===== src/rtl/fifo_sync_flags.sv =====
// rtl/fifo_sync_flags.sv - single-clock circular-buffer FIFO with count, level flags and error pulses
module fifo_sync_flags #(
  parameter int DATA_WIDTH = 8,
  parameter int FIFO_DEPTH = 8,
  parameter int AF_LEVEL   = 6,
  parameter int AE_LEVEL   = 1,
  parameter int CNT_WIDTH  = $clog2(FIFO_DEPTH + 1)
) (
  input  logic                  clk,
  input  logic                  reset,
  input  logic                  wr_en,
  input  logic [DATA_WIDTH-1:0] wr_data,
  output logic                  wr_ready,
  input  logic                  rd_en,
  output logic [DATA_WIDTH-1:0] rd_data,
  output logic                  rd_val,
  output logic [CNT_WIDTH-1:0]  count,
  output logic                  almost_full,
  output logic                  almost_empty,
  output logic                  overflow,
  output logic                  underflow
);

  // Pointer width covers indices 0..FIFO_DEPTH-1; depth need not be a power of two.
  localparam int PTR_W = (FIFO_DEPTH > 1) ? $clog2(FIFO_DEPTH) : 1;

  localparam logic [CNT_WIDTH-1:0] DEPTH_C = CNT_WIDTH'(FIFO_DEPTH);
  localparam logic [CNT_WIDTH-1:0] AF_C    = CNT_WIDTH'(AF_LEVEL);
  localparam logic [CNT_WIDTH-1:0] AE_C    = CNT_WIDTH'(AE_LEVEL);
  localparam logic [CNT_WIDTH-1:0] CNT_ONE = CNT_WIDTH'(1);
  localparam logic [PTR_W-1:0]     LAST_P  = PTR_W'(FIFO_DEPTH - 1);
  localparam logic [PTR_W-1:0]     PTR_ONE = PTR_W'(1);

  logic [DATA_WIDTH-1:0] r_mem [FIFO_DEPTH];
  logic [PTR_W-1:0]      r_wr_ptr;
  logic [PTR_W-1:0]      r_rd_ptr;
  logic [CNT_WIDTH-1:0]  r_count;
  logic [DATA_WIDTH-1:0] r_rd_data;
  logic                  r_rd_val;
  logic                  r_overflow;
  logic                  r_underflow;

  logic w_full;
  logic w_empty;
  logic w_wr_acc;
  logic w_rd_acc;

  // Acceptance is judged only on the occupancy at the start of the cycle, so a
  // read from a full FIFO never frees room for a same-cycle write (and vice versa).
  assign w_full   = (r_count == DEPTH_C);
  assign w_empty  = (r_count == '0);
  assign w_wr_acc = wr_en && !w_full;
  assign w_rd_acc = rd_en && !w_empty;

  assign wr_ready     = !w_full;
  assign almost_full  = (r_count >= AF_C);
  assign almost_empty = (r_count <= AE_C);
  assign count        = r_count;
  assign rd_data      = r_rd_data;
  assign rd_val       = r_rd_val;
  assign overflow     = r_overflow;
  assign underflow    = r_underflow;

  // Storage write; the array is not cleared, but nothing is written during reset.
  always_ff @(posedge clk) begin
    if (!reset && w_wr_acc) begin
      r_mem[r_wr_ptr] <= wr_data;
    end
  end

  // Pointers, occupancy, registered read port and error pulses.
  always_ff @(posedge clk) begin
    if (reset) begin
      r_wr_ptr    <= '0;
      r_rd_ptr    <= '0;
      r_count     <= '0;
      r_rd_data   <= '0;
      r_rd_val    <= 1'b0;
      r_overflow  <= 1'b0;
      r_underflow <= 1'b0;
    end else begin
      if (w_wr_acc) begin
        r_wr_ptr <= (r_wr_ptr == LAST_P) ? '0 : r_wr_ptr + PTR_ONE;
      end
      if (w_rd_acc) begin
        r_rd_ptr  <= (r_rd_ptr == LAST_P) ? '0 : r_rd_ptr + PTR_ONE;
        r_rd_data <= r_mem[r_rd_ptr];
      end
      case ({w_wr_acc, w_rd_acc})
        2'b10:   r_count <= r_count + CNT_ONE;
        2'b01:   r_count <= r_count - CNT_ONE;
        default: r_count <= r_count;
      endcase
      r_rd_val    <= w_rd_acc;
      r_overflow  <= wr_en && w_full;
      r_underflow <= rd_en && w_empty;
    end
  end

endmodule


===== config.mk =====
export PLATFORM = sky130hd
export DESIGN_NAME = fifo_sync_flags
export DESIGN_NICKNAME = d
export VERILOG_FILES = /design/src/rtl/fifo_sync_flags.sv
export SDC_FILE = /design/constraint.sdc
export NUM_CORES = 1
export LEC_CHECK = 0
export ABC_AREA = 0
export CAP_MARGIN = 30
export CORE_AREA = 2 2 80 82
export CTS_BUF_LIST = sky130_fd_sc_hd__clkbuf_8
export DETAILED_ROUTE_END_ITERATION = 7
export DIE_AREA = 0 0 82 84
export PLACE_DENSITY_LB_ADDON = 0.15
export SETUP_SLACK_MARGIN = 0.4
export SLEW_MARGIN = 10
export SYNTH_ARGS = -nofsm -noshare
export SYNTH_HDL_FRONTEND = slang
export SYNTH_SLANG_ARGS = --single-unit

===== constraint.sdc =====
create_clock -name clk -period 4.1 [get_ports clk]
set_clock_uncertainty 0.1 [all_clocks]
set_input_delay 1.23 -clock clk [delete_from_list [all_inputs] [get_ports clk]]
set_output_delay 1.23 -clock clk [all_outputs]
set_load 0.02 [all_outputs]

==> summary.txt <==
Run status
  – Status: finished clean

Worst setup path
  – Reg2Reg Depth: 10
  – Max incr delay on CP: 0.66 ns
  – Worst r2r src: count[0]$_SDFFE_PP0P_
  – Critical path type: register to primary output
  – R2R Path End: count[3]$_SDFFE_PP0P_
  – Data required time of the worst path: 2.77 ns
  – Crit-path cells: inv_1 > ha_1 > nand3b_1 > clkdlybuf4s50_1
  – Crit path DAT: 2.05 ns
  – Crit. End Element: primary output
  – Worst Setup Start Kind: register
  – Worst Path Max Fanout: 7
  – Slowest cell on crit path: clkdlybuf4s50_1
  – Setup slack, reg-to-reg: 1.55 ns

Routing
  – DR pass1 iterations: 4
  – DRT iter0 DRCs: 122
  – Number of routed nets with antenna violations: 0
  – Post-detailed-route via-to-cell ratio: 5.69
  – DRC viols: 0
  – Max layer used: met4
  – Drt total wl: 6360 µm
  – Met2 wire len: 3210 µm
  – Vias after detailed routing: 1958
  – Avg WL per Cell: 18.5 µm
  – Met1 wire length: 2720 µm
  – Metal3 WL: 369 µm

Final layout
  – Layout fillers: 458
  – Storage cell area: 2340 µm²
  – Multi-input gate area in the final layout: 988 µm²
  – Finished Core Util: 65.6%
  – Nets: 283
  – Final instance area: 4000 µm²
  – Most common cell after layout, fill and taps aside: edfxtp_1
  – Layout cell share with drive strength beyond 1: 8.61%
  – Most frequent cells in the layout: edfxtp_1, mux2i_1, clkdlybuf4s50_1, dfxtp_1, a22oi_1
  – Antenna cells: 0
  – Synthesis-to-layout area growth: 17.7%

Synthesis
  – Top cell type's share of synthesized area: 56.6%
  – Syn_area_per_cell: 15.2 µm²
  – Syn nets: 245
  – Cell count after synthesis: 224
  – Post-synthesis sequential area ratio: 68.9%
  – Async set-reset flop share out of synthesis: 0%
  – Top cells by area, synth: edfxtp_1, dfxtp_1, mux2i_1
  – Post-synth top flop: edfxtp_1
  – Synthesized flop and latch total: 85
  – Mapped cell area: 3400 µm²
  – Netlist cell types: 33
  – Synth area leader: edfxtp_1
  – Post-synth EDFFs: 64
  – Yosys warns: 0

Die
  – Io pins: 30
  – Chip height: 84 µm
  – DIE AREA: 6890 µm²
  – Core area: 6100 µm²
  – # rows: 29
  – Die W: 82 µm
  – Starting density of the core: 55.7%

Worst hold path
  – Min-delay src: rd_data[3]$_SDFFE_PP0P_
  – Worst min-delay path class: register to register
  – Hold Crit Depth: 1
  – WHS Endpoint: rd_data[3]$_SDFFE_PP0P_

Power
  – Pwr dens: 538 nW/µm²
  – Pleak: 1.34 nW
  – VDD IR-drop max: 0.382 mV

Timing
  – Pins Over Slew Limit: 0
  – Tcrit/Tclk final: 82.3%
  – Endpoints failing setup: 0
  – Slew margin rel.: 43.8%
  – Final count of hold timing violations: 0
  – Least-Margin Pin Slew: 0.840 ns
  – Achievable Freq: 0.296 GHz
  – Final worst setup slack: 0.724 ns
  – RSZ-0062 raised after global routing: no
  – Final min period: 3.38 ns
  – Fin Setup TNS: 0 ns

Global route
  – Pin count of the biggest net entering global routing: 20
  – Total GRT Usage: 20.1%
  – First-pass GRT wire length: 9860 µm
  – Remaining Overflow, GRT: 0
  – Number of global-route vias before repair: 1914
  – Initial antenna violation count: 0

Clock network
  – Worst-Skew Late Latency: 0.33 ns
  – Cts hold-fix bufs: 0
  – Setup Fix Bufs, Post-CTS: 0
  – Clock transition at path regs: 0.08 ns
  – Htree depth: 3
  – TritonCTS clock tree: done
  – Maximum clock path buffer count: 2
  – Total CTS buffers: 9
  – CTS Root Cell: clkbuf_8
  – Post-cts resize count: 0
  – Clock sink count: 85

Placement
  – Routability cong.: 0.787
  – Placed cell areas: 3810 µm²
  – Pre-CTS WS: 0.842 ns
  – Hpwl dp: 4180 µm
  – IO buf count: 29

Job
  – MaxCap Viol Count: 0
-- cells in the mapped netlist (4+ instances only) --
library cell	instances
nand2_1	9
dfxtp_1	21
a32o_1	8
a21oi_1	8
mux2i_1	33
a22oi_1	16
nand4b_1	4
nor2_1	11
ha_1	9
edfxtp_1	64
-- area by class of cell --
class	instances	area share, %
multi-input combinational	126	24.7
timing repair buffer	37	9.26
inverter	3	0.281
clock buffer	10	3.44
sequential	85	58.6
clock inverter	6	1.34
tap	77	2.41
-- per-layer routing --
metal	up-vias	GRT usage, %
li1	942	-
met1	962	27.2
met2	50	30.7
met3	4	3.68
met4	0	10.8
met5	-	0
-- kinds of logic after synthesis --
| group | share of synthesized area, % |
|---|---|
| flops | 68.9 |
| simple gates | 7.44 |
| compound gates | 7.84 |
| mux | 9.72 |
| buf+inv | 1.99 |
| fa+ha+maj | 3.31 |
| xor+xnor | 0.773 |
-- where the power goes --
group	internal, mW	switching [mW]	leakage, nW
clock	0.291	0.271	0.0986
combinational	0.267	0.267	0.490
sequential	0.983	0.0739	0.750
-- state kept, by name, indices dropped and copies added (netlist names) --
| signal | count |
|---|---|
| underflow | 1 |
| overflow | 1 |
| rd_data | 8 |
| rd_val | 1 |
| r_wr_ptr | 3 |
| r_mem | 64 |
| r_rd_ptr | 3 |
| count | 4 |
-- how the worst max path moves through the flow --
stage                               start                    end  slack, ns
floorplan                           reset  r_mem[0][0]$_DFFE_PP_       1.52
global placement                    rd_en  count[3]$_SDFFE_PP0P_       0.86
detailed placement                  rd_en  count[3]$_SDFFE_PP0P_       0.84
CTS                 count[0]$_SDFFE_PP0P_               wr_ready       0.69
global route        count[0]$_SDFFE_PP0P_               wr_ready       0.56
finish              count[0]$_SDFFE_PP0P_               wr_ready       0.72
-- worst max-delay path: cells and delay by family (launching register included) --
| family | cells | cell delay [ns] |
|---|---|---|
| buffers and inverters | 2 | 0.76 |
| adders and majority gates | 1 | 0.25 |
| DFF | 1 | 0.46 |
| and+or+nand+nor | 1 | 0.24 |
-- metrics by stage --
stage | power [mW] | hold WS, ns | instances
after global routing | 2.26 | 0.383 | 344
after floorplan | 1.42 | 0.370 | 224
after global placement | 1.59 | 0.352 | 327
after CTS | 2.17 | 0.373 | 344
final | 2.15 | 0.371 | 344
after detailed placement | 1.61 | 0.355 | 328
No activity file was read; power rests on OpenSTA's default activity.
